[src/rtl/bp_me_mem_serdes_if.sv]
// Handshake bundle for bp_me_mem_serdes: wide mem_cmd/mem_resp on the cache side, narrow beats on the link side.
// Directions are named from the serdes' point of view; the serdes uses the slave modport.
interface bp_me_mem_serdes_if #(
    parameter int unsigned paddr_width_p     = 40,
    parameter int unsigned cce_block_width_p = 512,
    parameter int unsigned beat_width_p      = 64
);
    localparam int unsigned hdr_w_lp = paddr_width_p + 7;
    localparam int unsigned msg_w_lp = hdr_w_lp + cce_block_width_p;

    logic [msg_w_lp-1:0]     mem_cmd_i;
    logic                    mem_cmd_v_i;
    logic                    mem_cmd_ready_o;
    logic [hdr_w_lp-1:0]     link_cmd_header_o;
    logic [beat_width_p-1:0] link_cmd_data_o;
    logic                    link_cmd_last_o;
    logic                    link_cmd_v_o;
    logic                    link_cmd_yumi_i;
    logic [hdr_w_lp-1:0]     link_resp_header_i;
    logic [beat_width_p-1:0] link_resp_data_i;
    logic                    link_resp_last_i;
    logic                    link_resp_v_i;
    logic                    link_resp_ready_o;
    logic [msg_w_lp-1:0]     mem_resp_o;
    logic                    mem_resp_v_o;
    logic                    mem_resp_yumi_i;

    modport slave (
        input  mem_cmd_i, mem_cmd_v_i, link_cmd_yumi_i,
        input  link_resp_header_i, link_resp_data_i, link_resp_last_i, link_resp_v_i, mem_resp_yumi_i,
        output mem_cmd_ready_o, link_cmd_header_o, link_cmd_data_o, link_cmd_last_o, link_cmd_v_o,
        output link_resp_ready_o, mem_resp_o, mem_resp_v_o
    );

    modport master (
        output mem_cmd_i, mem_cmd_v_i, link_cmd_yumi_i,
        output link_resp_header_i, link_resp_data_i, link_resp_last_i, link_resp_v_i, mem_resp_yumi_i,
        input  mem_cmd_ready_o, link_cmd_header_o, link_cmd_data_o, link_cmd_last_o, link_cmd_v_o,
        input  link_resp_ready_o, mem_resp_o, mem_resp_v_o
    );
endinterface

[src/rtl/bp_me_mem_serdes.sv]
// Serializes full cce mem commands into header-qualified link beats and reassembles link beats into responses.
// Define BP_ME_MEM_SERDES_CRIT_FIRST_EN for critical-word-first beat ordering in both directions.
module bp_me_mem_serdes #(
    parameter int unsigned paddr_width_p     = 40,
    parameter int unsigned cce_block_width_p = 512,
    parameter int unsigned beat_width_p      = 64
) (
    input  logic                  clk_i,
    input  logic                  reset_n_i,
    bp_me_mem_serdes_if.slave     io
);
    localparam int unsigned beats_lp           = cce_block_width_p / beat_width_p;
    localparam int unsigned cnt_w_lp           = (beats_lp > 1) ? $clog2(beats_lp) : 1;
    localparam int unsigned hdr_w_lp           = paddr_width_p + 7;
    localparam int unsigned msg_w_lp           = hdr_w_lp + cce_block_width_p;
    localparam int unsigned beat_bytes_log_lp  = $clog2(beat_width_p / 8);
    localparam logic [3:0]  e_cce_mem_uc_wr    = 4'd3;
    localparam logic [3:0]  e_cce_mem_wb       = 4'd5;

    typedef logic [beats_lp-1:0][beat_width_p-1:0] blk_t;

    // Index of the final beat: writes carry 2^size bytes, everything else a single empty beat.
    function automatic logic [cnt_w_lp-1:0] last_beat_idx(input logic [3:0] msg_type, input logic [2:0] size);
        int unsigned n;
        n = 32'd1;
        if ((msg_type == e_cce_mem_uc_wr || msg_type == e_cce_mem_wb) && (32'(size) > beat_bytes_log_lp))
            n = 32'd1 << (32'(size) - beat_bytes_log_lp);
        if (n > beats_lp)
            n = beats_lp;
        return cnt_w_lp'(n - 32'd1);
    endfunction

    typedef enum logic {e_cmd_ready, e_cmd_send} cmd_state_e;
    typedef enum logic {e_resp_fill, e_resp_out} resp_state_e;

    logic [hdr_w_lp-1:0] w_cmd_hdr;
    logic [3:0]          w_cmd_type;
    logic [2:0]          w_cmd_size;
    logic                w_cmd_wr;
    blk_t                w_cmd_blk;
    logic [cnt_w_lp-1:0] w_cmd_last_idx, w_cmd_off, w_cmd_nxt, w_cmd_idx;
    logic [cnt_w_lp-1:0] w_resp_off, w_resp_base, w_resp_slot;

    assign w_cmd_hdr      = io.mem_cmd_i[msg_w_lp-1 -: hdr_w_lp];
    assign w_cmd_type     = w_cmd_hdr[hdr_w_lp-1 -: 4];
    assign w_cmd_size     = w_cmd_hdr[paddr_width_p +: 3];
    assign w_cmd_wr       = (w_cmd_type == e_cce_mem_uc_wr) || (w_cmd_type == e_cce_mem_wb);
    assign w_cmd_blk      = w_cmd_wr ? blk_t'(io.mem_cmd_i[cce_block_width_p-1:0]) : '0;
    assign w_cmd_last_idx = last_beat_idx(w_cmd_type, w_cmd_size);

`ifdef BP_ME_MEM_SERDES_CRIT_FIRST_EN
    assign w_cmd_off  = w_cmd_hdr[beat_bytes_log_lp +: cnt_w_lp];
    assign w_resp_off = io.link_resp_header_i[beat_bytes_log_lp +: cnt_w_lp];
`else
    assign w_cmd_off  = '0;
    assign w_resp_off = '0;
`endif

    // ---------------- command serializer ----------------
    cmd_state_e              r_cmd_state;
    logic                    r_cmd_ready, r_cmd_v, r_cmd_last;
    logic [cnt_w_lp-1:0]     r_cmd_cnt, r_cmd_last_idx, r_cmd_off;
    blk_t                    r_cmd_data;
    logic [hdr_w_lp-1:0]     r_cmd_hdr;
    logic [beat_width_p-1:0] r_cmd_beat;

    assign w_cmd_nxt = r_cmd_cnt + cnt_w_lp'(1);
    assign w_cmd_idx = r_cmd_off + w_cmd_nxt;

    always_ff @(posedge clk_i or negedge reset_n_i) begin
        if (!reset_n_i) begin
            r_cmd_state    <= e_cmd_ready;
            r_cmd_ready    <= 1'b0;
            r_cmd_v        <= 1'b0;
            r_cmd_last     <= 1'b0;
            r_cmd_cnt      <= '0;
            r_cmd_last_idx <= '0;
            r_cmd_off      <= '0;
            r_cmd_data     <= '0;
            r_cmd_hdr      <= '0;
            r_cmd_beat     <= '0;
        end else begin
            case (r_cmd_state)
                e_cmd_ready: begin
                    r_cmd_ready <= 1'b1;
                    if (r_cmd_ready && io.mem_cmd_v_i) begin
                        r_cmd_state    <= e_cmd_send;
                        r_cmd_ready    <= 1'b0;
                        r_cmd_hdr      <= w_cmd_hdr;
                        r_cmd_data     <= w_cmd_blk;
                        r_cmd_off      <= w_cmd_off;
                        r_cmd_last_idx <= w_cmd_last_idx;
                        r_cmd_cnt      <= '0;
                        r_cmd_v        <= 1'b1;
                        r_cmd_beat     <= w_cmd_blk[w_cmd_off];
                        r_cmd_last     <= (w_cmd_last_idx == '0);
                    end
                end
                e_cmd_send: begin
                    if (io.link_cmd_yumi_i) begin
                        if (r_cmd_last) begin
                            r_cmd_state <= e_cmd_ready;
                            r_cmd_ready <= 1'b1;
                            r_cmd_v     <= 1'b0;
                            r_cmd_last  <= 1'b0;
                        end else begin
                            r_cmd_cnt  <= w_cmd_nxt;
                            r_cmd_beat <= r_cmd_data[w_cmd_idx];
                            r_cmd_last <= (w_cmd_nxt == r_cmd_last_idx);
                        end
                    end
                end
                default: r_cmd_state <= e_cmd_ready;
            endcase
        end
    end

    assign io.mem_cmd_ready_o   = r_cmd_ready;
    assign io.link_cmd_header_o = r_cmd_hdr;
    assign io.link_cmd_data_o   = r_cmd_beat;
    assign io.link_cmd_last_o   = r_cmd_last;
    assign io.link_cmd_v_o      = r_cmd_v;

    // ---------------- response assembler ----------------
    resp_state_e         r_resp_state;
    logic                r_resp_ready, r_resp_v;
    logic [cnt_w_lp-1:0] r_resp_cnt, r_resp_off;
    logic [hdr_w_lp-1:0] r_resp_hdr;
    blk_t                r_resp_data;

    // The first beat brings the header, so its offset is taken straight from the bus.
    assign w_resp_base = (r_resp_cnt == '0) ? w_resp_off : r_resp_off;
    assign w_resp_slot = w_resp_base + r_resp_cnt;

    always_ff @(posedge clk_i or negedge reset_n_i) begin
        if (!reset_n_i) begin
            r_resp_state <= e_resp_fill;
            r_resp_ready <= 1'b0;
            r_resp_v     <= 1'b0;
            r_resp_cnt   <= '0;
            r_resp_off   <= '0;
            r_resp_hdr   <= '0;
            r_resp_data  <= '0;
        end else begin
            case (r_resp_state)
                e_resp_fill: begin
                    r_resp_ready <= 1'b1;
                    if (r_resp_ready && io.link_resp_v_i) begin
                        if (r_resp_cnt == '0) begin
                            r_resp_hdr <= io.link_resp_header_i;
                            r_resp_off <= w_resp_off;
                        end
                        r_resp_data[w_resp_slot] <= io.link_resp_data_i;
                        if (io.link_resp_last_i) begin
                            r_resp_state <= e_resp_out;
                            r_resp_ready <= 1'b0;
                            r_resp_v     <= 1'b1;
                            r_resp_cnt   <= '0;
                        end else begin
                            r_resp_cnt <= r_resp_cnt + cnt_w_lp'(1);
                        end
                    end
                end
                e_resp_out: begin
                    if (io.mem_resp_yumi_i) begin
                        r_resp_state <= e_resp_fill;
                        r_resp_ready <= 1'b1;
                        r_resp_v     <= 1'b0;
                        r_resp_data  <= '0;
                    end
                end
                default: r_resp_state <= e_resp_fill;
            endcase
        end
    end

    assign io.link_resp_ready_o = r_resp_ready;
    assign io.mem_resp_o        = {r_resp_hdr, r_resp_data};
    assign io.mem_resp_v_o      = r_resp_v;

    // A full block of beats without last means the link lost framing; slot 0 is about to be overwritten.
    overrun_a: assert property (@(posedge clk_i) disable iff (!reset_n_i)
        !(r_resp_state == e_resp_fill && r_resp_ready && io.link_resp_v_i && !io.link_resp_last_i
          && r_resp_cnt == cnt_w_lp'(beats_lp - 1)))
        else $error("bp_me_mem_serdes: response overrun, %0d beats without last", beats_lp);

endmodule
[src/flat_wrapper.sv]
// flat-port wrapper written by rule: the top's interface ports become plain ports
module bp_me_mem_serdes_flat 
#(
    parameter int unsigned paddr_width_p     = 40,
    parameter int unsigned cce_block_width_p = 512,
    parameter int unsigned beat_width_p      = 64
)
  (clk_i, reset_n_i, io_mem_cmd_i, io_mem_cmd_v_i, io_link_cmd_yumi_i, io_link_resp_header_i, io_link_resp_data_i, io_link_resp_last_i, io_link_resp_v_i, io_mem_resp_yumi_i, io_mem_cmd_ready_o, io_link_cmd_header_o, io_link_cmd_data_o, io_link_cmd_last_o, io_link_cmd_v_o, io_link_resp_ready_o, io_mem_resp_o, io_mem_resp_v_o);
  bp_me_mem_serdes_if #(.paddr_width_p(paddr_width_p), .cce_block_width_p(cce_block_width_p), .beat_width_p(beat_width_p)) io_i ();
  input  logic clk_i;
  input  logic reset_n_i;
  input wire logic [$bits(io_i.mem_cmd_i)-1:0] io_mem_cmd_i;
  input wire logic [$bits(io_i.mem_cmd_v_i)-1:0] io_mem_cmd_v_i;
  input wire logic [$bits(io_i.link_cmd_yumi_i)-1:0] io_link_cmd_yumi_i;
  input wire logic [$bits(io_i.link_resp_header_i)-1:0] io_link_resp_header_i;
  input wire logic [$bits(io_i.link_resp_data_i)-1:0] io_link_resp_data_i;
  input wire logic [$bits(io_i.link_resp_last_i)-1:0] io_link_resp_last_i;
  input wire logic [$bits(io_i.link_resp_v_i)-1:0] io_link_resp_v_i;
  input wire logic [$bits(io_i.mem_resp_yumi_i)-1:0] io_mem_resp_yumi_i;
  output wire logic [$bits(io_i.mem_cmd_ready_o)-1:0] io_mem_cmd_ready_o;
  output wire logic [$bits(io_i.link_cmd_header_o)-1:0] io_link_cmd_header_o;
  output wire logic [$bits(io_i.link_cmd_data_o)-1:0] io_link_cmd_data_o;
  output wire logic [$bits(io_i.link_cmd_last_o)-1:0] io_link_cmd_last_o;
  output wire logic [$bits(io_i.link_cmd_v_o)-1:0] io_link_cmd_v_o;
  output wire logic [$bits(io_i.link_resp_ready_o)-1:0] io_link_resp_ready_o;
  output wire logic [$bits(io_i.mem_resp_o)-1:0] io_mem_resp_o;
  output wire logic [$bits(io_i.mem_resp_v_o)-1:0] io_mem_resp_v_o;
  assign io_i.mem_cmd_i = io_mem_cmd_i;
  assign io_i.mem_cmd_v_i = io_mem_cmd_v_i;
  assign io_i.link_cmd_yumi_i = io_link_cmd_yumi_i;
  assign io_i.link_resp_header_i = io_link_resp_header_i;
  assign io_i.link_resp_data_i = io_link_resp_data_i;
  assign io_i.link_resp_last_i = io_link_resp_last_i;
  assign io_i.link_resp_v_i = io_link_resp_v_i;
  assign io_i.mem_resp_yumi_i = io_mem_resp_yumi_i;
  assign io_mem_cmd_ready_o = io_i.mem_cmd_ready_o;
  assign io_link_cmd_header_o = io_i.link_cmd_header_o;
  assign io_link_cmd_data_o = io_i.link_cmd_data_o;
  assign io_link_cmd_last_o = io_i.link_cmd_last_o;
  assign io_link_cmd_v_o = io_i.link_cmd_v_o;
  assign io_link_resp_ready_o = io_i.link_resp_ready_o;
  assign io_mem_resp_o = io_i.mem_resp_o;
  assign io_mem_resp_v_o = io_i.mem_resp_v_o;
  bp_me_mem_serdes #(.paddr_width_p(paddr_width_p), .cce_block_width_p(cce_block_width_p), .beat_width_p(beat_width_p)) u_core (.clk_i(clk_i), .reset_n_i(reset_n_i), .io(io_i));
endmodule
[config.mk]
export PLATFORM = sky130hd
export DESIGN_NAME = bp_me_mem_serdes_flat
export DESIGN_NICKNAME = d
export VERILOG_FILES = /design/src/rtl/bp_me_mem_serdes_if.sv /design/src/rtl/bp_me_mem_serdes.sv /design/src/flat_wrapper.sv
export SDC_FILE = /design/constraint.sdc
export NUM_CORES = 2
export LEC_CHECK = 0
export CAP_MARGIN = 20
export CORE_AREA = 3 3 530 532
export DETAILED_ROUTE_END_ITERATION = 8
export DIE_AREA = 0 0 533 535
export GPL_TIMING_DRIVEN = 0
export PLACE_DENSITY = 0.44
export SLEW_MARGIN = 30
export SYNTH_ARGS = -nofsm -noshare
export SYNTH_HDL_FRONTEND = slang
export SYNTH_SLANG_ARGS = --single-unit
[constraint.sdc]
create_clock -name clk_i -period 3.13 [get_ports clk_i]
set_clock_uncertainty 0.1 [all_clocks]
set_input_delay 0.939 -clock clk_i [delete_from_list [all_inputs] [get_ports clk_i]]
set_output_delay 0.939 -clock clk_i [all_outputs]
set_load 0.02 [all_outputs]
# Word level (Yosys, flattened, before mapping)

Index checks and enable logic that the tools add are counted.

Bits in read-only memories: 0
Memories: 0
Bits in writable memories: 0
Register bits: 1201
Bits in latches: 0

Equal/unequal tests: 10
Mux-type cells: 49
Divide/modulo/power cells: 0
Order comparisons: 5
Shift-type cells: 1
Reduce and logical (&&, ||, !) cells: 16
Multiply operators: 0
Add/subtract/negate cells: 5
Bitwise logic cells: 2

Operator list:

| kind                                                                             | count |
|---|---|
| 512-bit 2-to-1 mux                                                               | 3 |
| 512-bit one-hot mux with 2 select lines                                          | 1 |
| 512-bit bitwise mux                                                              | 1 |
| 64-bit 2-to-1 mux                                                                | 5 |
| 64-bit binary-select mux with 3-bit select                                       | 1 |
| 64-bit demux with 3-bit select                                                   | 1 |
| 64-bit one-hot mux with 2 select lines                                           | 1 |
| 32-bit by 4-bit greater-than comparator with 1-bit output, second input constant | 1 |
| 32-bit 2-to-1 mux                                                                | 1 |
| 1-bit by 32-bit left shift with 32-bit output, first input constant              | 1 |
| 1-bit 2-to-1 mux                                                                 | 21 |
| 3-bit 2-to-1 mux                                                                 | 6 |
| 1-bit one-hot mux with 2 select lines                                            | 7 |
| 3-bit AND reduction                                                              | 4 |
| 2-bit inequality test, second input constant                                     | 5 |
| 2-bit AND reduction                                                              | 5 |
| 3-bit by 4-bit less-than comparator with 1-bit output, second input constant     | 2 |
| 3-bit by 1-bit adder with 3-bit output, second input constant                    | 2 |
| 3-bit logical NOT                                                                | 2 |
| 3-bit one-hot mux with 2 select lines                                            | 1 |
| 4-bit by 2-bit == test with 1-bit output, second input constant                  | 1 |
| 4-bit by 3-bit == test with 1-bit output, second input constant                  | 1 |
| 1-bit logical AND                                                                | 4 |
| 2-bit by 1-bit inequality test with 1-bit output, second input constant          | 2 |
| 8 further kinds                                                                  | 9 |

# Logic depth before layout (Yosys ltp)

Depth in word-level cells: 10
Depth in mapped cells: 11
Depth with buffers taken out: 9

# Least setup slack after synthesis

OpenSTA, ideal clock, no wires.

Kind: register to register
Start point: register u_core.r_resp_cnt[1]
End point: register u_core.r_resp_data (netlist bit u_core.io.mem_resp_o[128])
Setup time: 0.079 ns
Arrival time: 2.551 ns
Stages on the path, launching flop included: 12
Data required time: 2.951 ns
Setup slack: 0.400 ns
Cell sequence: dfrtp_1 -> inv_1 -> ha_1 -> nand2b_1 -> and2_1 -> ha_1 -> fa_1 -> or3_1 -> a21oi_2 -> buf_6 -> buf_12 -> mux2i_1

Cells in the longest elaborated chain, start to end: 10

RTL lines:

| what                                                                                                                                          | line                    | source |
|---|---|---|
| from (decl)                                                                                                                                   | bp_me_mem_serdes.sv:127 | `logic [cnt_w_lp-1:0] r_resp_cnt, r_resp_off;` |
| from (signal assigned)                                                                                                                        | bp_me_mem_serdes.sv:160 | `r_resp_cnt <= r_resp_cnt + cnt_w_lp'(1);` |
| 3-bit logical NOT                                                                                                                             | -                       |  |
| 3-bit 2-to-1 mux                                                                                                                              | -                       |  |
| 3-bit adder (*)                                                                                                                               | -                       |  |
| 3-bit by 4-bit less-than comparator with 1-bit output (implied by the code) or 3-bit by 1-bit >= comparator with 1-bit output (tied branches) | bp_me_mem_serdes.sv:153 | `r_resp_data[w_resp_slot] <= io.link_resp_data_i;` |
| 1-bit logical AND (implied by the code)                                                                                                       | bp_me_mem_serdes.sv:153 |  |
| 64-bit 2-to-1 mux (implied by the code)                                                                                                       | bp_me_mem_serdes.sv:153 |  |
| 64-bit demux with 3-bit select (*)                                                                                                            | -                       |  |
| 512-bit bitwise mux (*)                                                                                                                       | bp_me_mem_serdes.sv:153 |  |
| 512-bit 2-to-1 mux (*)                                                                                                                        | bp_me_mem_serdes.sv:148 | `if (r_resp_ready && io.link_resp_v_i) begin` |
| 512-bit one-hot mux with 2 select lines (*)                                                                                                   | bp_me_mem_serdes.sv:145 | `case (r_resp_state)` |
| to (signal, indexed assignment)                                                                                                               | bp_me_mem_serdes.sv:153 |  |
| to (decl)                                                                                                                                     | bp_me_mem_serdes.sv:129 | `blk_t r_resp_data;` |

Every way passes the cells marked *; elsewhere a longest branch is shown, timed or not. The select of a mux whose other input is x is not followed.
A chain may end at the register's enable or synchronous reset.

# Final worst setup path

Start point: input port io_mem_cmd_i[557]
End point: register u_core.r_cmd_data[101] (netlist name)

Cells in the longest elaborated chain, start to end: 3

RTL lines:

| what                                                                                                 | line                   | source |
|---|---|---|
| from (decl)                                                                                          | flat_wrapper.sv:12     | `input wire logic [$bits(io_i.mem_cmd_i)-1:0] io_mem_cmd_i;` |
| 4-bit by 2-bit == test with 1-bit output or 4-bit by 3-bit == test with 1-bit output (tied branches) | bp_me_mem_serdes.sv:47 | `assign w_cmd_wr = (w_cmd_type == e_cce_mem_uc_wr) \|\| (w_cmd_type == e_cce_mem_wb);` |
| 1-bit logical OR (*)                                                                                 | bp_me_mem_serdes.sv:47 |  |
| 512-bit 2-to-1 mux (*)                                                                               | bp_me_mem_serdes.sv:48 | `assign w_cmd_blk = w_cmd_wr ? blk_t'(io.mem_cmd_i[cce_block_width_p-1:0]) : '0;` |
| to (signal assigned)                                                                                 | bp_me_mem_serdes.sv:90 | `r_cmd_data <= w_cmd_blk;` |
| to (decl)                                                                                            | bp_me_mem_serdes.sv:63 | `blk_t r_cmd_data;` |

Every way passes the cells marked *; elsewhere a longest branch is shown, timed or not.

==> impl_metrics.xml <==
<?xml version="1.0" encoding="UTF-8"?>
<metrics>
  <group name="sta">
    <metric name="final.setup.worst_slack" unit="ns">-0.00245</metric>
    <metric name="achievable-frequency" unit="MHz">319</metric>
    <metric name="timing.final.setup_violations" unit="">2</metric>
    <metric name="period_share" unit="">1.00</metric>
    <metric name="tightest_slew" unit="ns">1.01</metric>
    <metric name="number_of_max_slew_violations_in_the_final_report" unit="">0</metric>
    <metric name="hold_viol" unit="">0</metric>
    <metric name="grt_setup_unrepaired" unit="">true</metric>
    <metric name="layout_min_cycle_time" unit="ns">3.13</metric>
    <metric name="worst_slew_margin_rel" unit="">0.328</metric>
  </group>
  <group name="power">
    <metric name="power_per_cell_area" unit="nW/um^2">874</metric>
    <metric name="total_power" unit="W">0.0644</metric>
    <metric name="irDropWorstVdd" unit="mV">0.405</metric>
    <metric name="p_leak" unit="nW">33.0</metric>
  </group>
  <group name="worst_setup_path">
    <metric name="timing.critical_path.from_type" unit="">input pin</metric>
    <metric name="r2r-start" unit="">u_core.r_cmd_cnt[0]</metric>
    <metric name="setup_crit_start" unit="">io_mem_cmd_i[557]</metric>
    <metric name="path_common_cell" unit="">sky130_fd_sc_hd__buf_2</metric>
    <metric name="cp.required" unit="ns">3.72</metric>
    <metric name="critPathCaptureType" unit="">flip-flop</metric>
    <metric name="crit_buf_inv" unit="">4</metric>
    <metric name="highest_fanout_seen_on_the_critical_path" unit="">11</metric>
    <metric name="reg2reg_slack" unit="ns">0.08</metric>
    <metric name="worst_ep_arrival_time" unit="ns">3.72</metric>
    <metric name="crit_type" unit="">in2reg</metric>
    <metric name="cpLargestDelayFamily" unit="">buffers and inverters</metric>
    <metric name="cp_cell_sequence" unit="">clkdlybuf4s50_1 -&gt; xnor2_1 -&gt; nor3_4 -&gt; buf_8 -&gt; buf_2 -&gt; buf_2 -&gt; a22o_1</metric>
    <metric name="timing.critical_path.slowest_cell_delay" unit="ns">0.62</metric>
    <metric name="crit_slowest_cell" unit="">sky130_fd_sc_hd__clkdlybuf4s50_1</metric>
  </group>
  <group name="synth">
    <metric name="async_reset_ff_frac" unit="">1.00</metric>
    <metric name="yosysWarningCount" unit="">0</metric>
    <metric name="synth-simple-area-share" unit="">0.0615</metric>
    <metric name="syn_nets" unit="">4471</metric>
    <metric name="synth_top_family_by_area" unit="">multiplexers</metric>
    <metric name="yosysMostFrequentCell" unit="">sky130_fd_sc_hd__dfrtp_1</metric>
    <metric name="synth_seq_cells" unit="">1201</metric>
    <metric name="mappedNetlistArea" unit="um^2">49600</metric>
    <metric name="synth_commonest_cells" unit="">1201 x sky130_fd_sc_hd__dfrtp_1, 675 x sky130_fd_sc_hd__nand2_1, 512 x sky130_fd_sc_hd__a22o_1, 512 x sky130_fd_sc_hd__mux2i_1, 158 x sky130_fd_sc_hd__clkbuf_1</metric>
    <metric name="synth_flop_cell" unit="">sky130_fd_sc_hd__dfrtp_1</metric>
    <metric name="netlist-cell-type-count" unit="">41</metric>
    <metric name="synth-seq-area-share" unit="">0.607</metric>
    <metric name="synth_edf_count" unit="">0</metric>
    <metric name="synthCells" unit="">3785</metric>
    <metric name="synthTopCellsByArea" unit="">sky130_fd_sc_hd__dfrtp_1 61%, sky130_fd_sc_hd__mux2i_1 10%, sky130_fd_sc_hd__a22o_1 9.1%</metric>
    <metric name="compound_cell_area_share_of_the_yosys_netlist" unit="">0.116</metric>
    <metric name="yosys.area.top_type_share" unit="">0.607</metric>
    <metric name="yosys.area_share.xor_xnor" unit="">0.00106</metric>
    <metric name="synth_mux_area_frac" unit="">0.173</metric>
    <metric name="avgSynthCellArea" unit="um^2">13.1</metric>
    <metric name="yosysTopAreaCell" unit="">sky130_fd_sc_hd__dfrtp_1</metric>
    <metric name="yosys.area_share.adder" unit="">0.00242</metric>
  </group>
  <group name="cells_and_area">
    <metric name="nets" unit="">6012</metric>
    <metric name="synth_to_layout_area_growth" unit="%">48.7</metric>
    <metric name="final-instance-count-excl-fill" unit="">9151</metric>
    <metric name="drive_above_1_share" unit="">0.118</metric>
  </group>
  <group name="grt">
    <metric name="first_global_vias" unit="">41595</metric>
    <metric name="grt_overflow_total" unit="">0</metric>
    <metric name="combined_global_route_utilization_of_all_metal_layers" unit="">0.185</metric>
    <metric name="grt_max_degree" unit="">123</metric>
    <metric name="antenna_found_initial" unit="">66</metric>
    <metric name="grt_first_pass_wirelength" unit="um">369000</metric>
  </group>
  <group name="clocking">
    <metric name="cts.sinks" unit="">1201</metric>
    <metric name="cts_tree" unit="">built</metric>
    <metric name="cts_max_path_buffers" unit="">4</metric>
    <metric name="worst_setup_hold_path_clk_slew" unit="ns">0.06</metric>
    <metric name="clkLatencyLatePin" unit="ns">0.79</metric>
    <metric name="cts_made_buffers" unit="">153</metric>
    <metric name="htreeDepth" unit="">4</metric>
    <metric name="clock-root-buffer" unit="">sky130_fd_sc_hd__clkbuf_16</metric>
  </group>
  <group name="place">
    <metric name="detailed_place_hpwl" unit="um">217000</metric>
    <metric name="placement.io_buffers" unit="">1351</metric>
    <metric name="dpl_worst_slack" unit="ns">-1.22</metric>
    <metric name="place_congestion" unit="">0.902</metric>
    <metric name="placed_cells_incl_taps" unit="">8861</metric>
  </group>
  <group name="drt">
    <metric name="avgRoutedWirePerCell" unit="um">29.9</metric>
    <metric name="detail_route.wirelength" unit="um">273000</metric>
    <metric name="detailedRoute.firstIterationViolations" unit="">3009</metric>
    <metric name="routed_via_density" unit="">4.28</metric>
    <metric name="vias" unit="">39163</metric>
    <metric name="drt.antenna.violating_nets" unit="">0</metric>
    <metric name="remaining_drc_errors" unit="">0</metric>
    <metric name="detail_route.first_pass.iterations" unit="">6</metric>
  </group>
  <group name="floorplanning">
    <metric name="die-width" unit="um">533</metric>
    <metric name="floorplan.core_area" unit="um^2">276000</metric>
    <metric name="design.die.area" unit="um^2">285000</metric>
    <metric name="initial_core_util" unit="">0.179</metric>
    <metric name="rows" unit="">193</metric>
    <metric name="top_level_ports" unit="">1352</metric>
    <metric name="chipHeight" unit="um">535</metric>
  </group>
  <group name="status">
    <metric name="violations" unit="">setup timing</metric>
    <metric name="outcome" unit="">finished with violations</metric>
  </group>
  <group name="job">
    <metric name="timing.max_cap.violations" unit="">0</metric>
  </group>
  <group name="worst_hold_path">
    <metric name="holdCritPathClass" unit="">in2async</metric>
  </group>
</metrics>
## state kept, by name, indices dropped and copies added (netlist names)
signal / count
u_core.io.mem_cmd_ready_o: 1
u_core.io.mem_resp_o: 512
u_core.r_cmd_data: 512
u_core.io.link_cmd_v_o: 1
u_core.io.link_resp_ready_o: 1
u_core.io.mem_resp_v_o: 1
u_core.r_resp_hdr: 47
u_core.r_resp_off: 3
u_core.r_cmd_state: 1
u_core.r_cmd_cnt: 3
u_core.r_resp_cnt: 3
u_core.io.link_cmd_last_o: 1
u_core.r_resp_state: 1
u_core.r_cmd_last_idx: 3
u_core.io.link_cmd_header_o: 47
u_core.io.link_cmd_data_o: 64
## power breakdown
group          leakage, nW  internal [W]  switching, W
Combinational         14.4        0.0102        0.0140
Sequential            16.1        0.0196       0.00291
Clock                 2.42        0.0104       0.00720
Total                 33.0        0.0402        0.0242
## what timing repair did
action / CTS / global route
endpoints found under the setup margin: 640 / 357
gates resized for setup: 44 / 31
hold endpoints to repair: 50 / 0
pin swaps: 0 / 1
buffers inserted: 2 / 6
gates cloned: 3 / 2
hold buffers: 2 / 0
## kinds of logic after synthesis
family,after synthesis
compound gates,726
xor+xnor,6
fa+ha+maj,9
buf+inv,373
flops,1201
mux,688
simple gates,782
## cells in the final DEF, fill, tap and decap left out, types with 7 or more instances in the layout
| cell type | netlist | routed |
|---|---|---|
| sky130_fd_sc_hd__nand2_1 | 675 | 675 |
| sky130_fd_sc_hd__inv_1 | 68 | 64 |
| sky130_fd_sc_hd__dfrtp_1 | 1201 | 1200 |
| sky130_fd_sc_hd__a22oi_1 | 64 | 64 |
| sky130_fd_sc_hd__mux2i_1 | 512 | 512 |
| sky130_fd_sc_hd__buf_16 | 0 | 20 |
| sky130_fd_sc_hd__clkbuf_2 | 0 | 33 |
| sky130_fd_sc_hd__buf_4 | 25 | 27 |
| sky130_fd_sc_hd__buf_8 | 0 | 10 |
| sky130_fd_sc_hd__buf_6 | 26 | 20 |
| sky130_fd_sc_hd__clkinv_2 | 0 | 25 |
| sky130_fd_sc_hd__clkbuf_8 | 0 | 36 |
| sky130_fd_sc_hd__a21oi_1 | 132 | 132 |
| sky130_fd_sc_hd__mux2_2 | 48 | 48 |
| sky130_fd_sc_hd__ha_1 | 8 | 7 |
| sky130_fd_sc_hd__clkbuf_16 | 0 | 157 |
| sky130_fd_sc_hd__buf_2 | 78 | 77 |
| sky130_fd_sc_hd__o21ai_0 | 8 | 8 |
| sky130_fd_sc_hd__buf_12 | 12 | 19 |
| sky130_fd_sc_hd__nor2_1 | 68 | 68 |
| sky130_fd_sc_hd__mux4_2 | 128 | 128 |
| sky130_fd_sc_hd__diode_2 | 0 | 15 |
| sky130_fd_sc_hd__a22o_1 | 512 | 512 |
| sky130_fd_sc_hd__clkbuf_1 | 158 | 150 |
| sky130_fd_sc_hd__clkdlybuf4s50_1 | 0 | 1347 |
## per-stage QoR
step / hold WS, ns / util / area, um^2 / setup TNS [ns]
CTS: 0.0125 / 0.266 / 73500 / 0
global route: 0.0384 / 0.266 / 73700 / -0.199
finish: 0.0744 / 0.266 / 73700 / -0.00445
floorplan: 0.354 / - / 49600 / 0
global placement: 0.366 / 0.245 / 67700 / -
detailed placement: 0.363 / 0.247 / 68300 / -1063.61
## routing by layer
layer,GRT usage,up-vias,routed length (um)
met2,0.327,1649,138000
met5,0,-,470
met4,0.0673,74,10800
li1,-,16713,-
met1,0.213,20327,104000
met3,0.0516,400,19700
## cell type report
| type | instances | area (um^2) |
|---|---|---|
| Antenna cell | 15 | 37.5 |
| Inverter | 68 | 255 |
| Clock inverter | 43 | 420 |
| Buffer | 305 | 1940 |
| Sequential cell | 1201 | 30100 |
| Multi-Input combinational cell | 2211 | 17600 |
| Fill cell | 28820 | 203000 |
| Tap cell | 3705 | 4640 |
| Clock buffer | 217 | 4460 |
| Timing Repair Buffer | 1386 | 14300 |
## final timing paths
check	to	cells after the start
max in group asynchronous	u_core.io.link_cmd_header_o[39]	6
min in group clk_i	u_core.io.link_cmd_header_o[0]	2
hold reg to reg	u_core.io.link_cmd_header_o[0]	2
setup reg to reg	u_core.io.link_cmd_data_o[3]	6
hold / removal	u_core.io.mem_resp_o[476]	2
setup / recovery	u_core.r_cmd_data[101]	7
No activity file was read; power rests on OpenSTA's default activity.
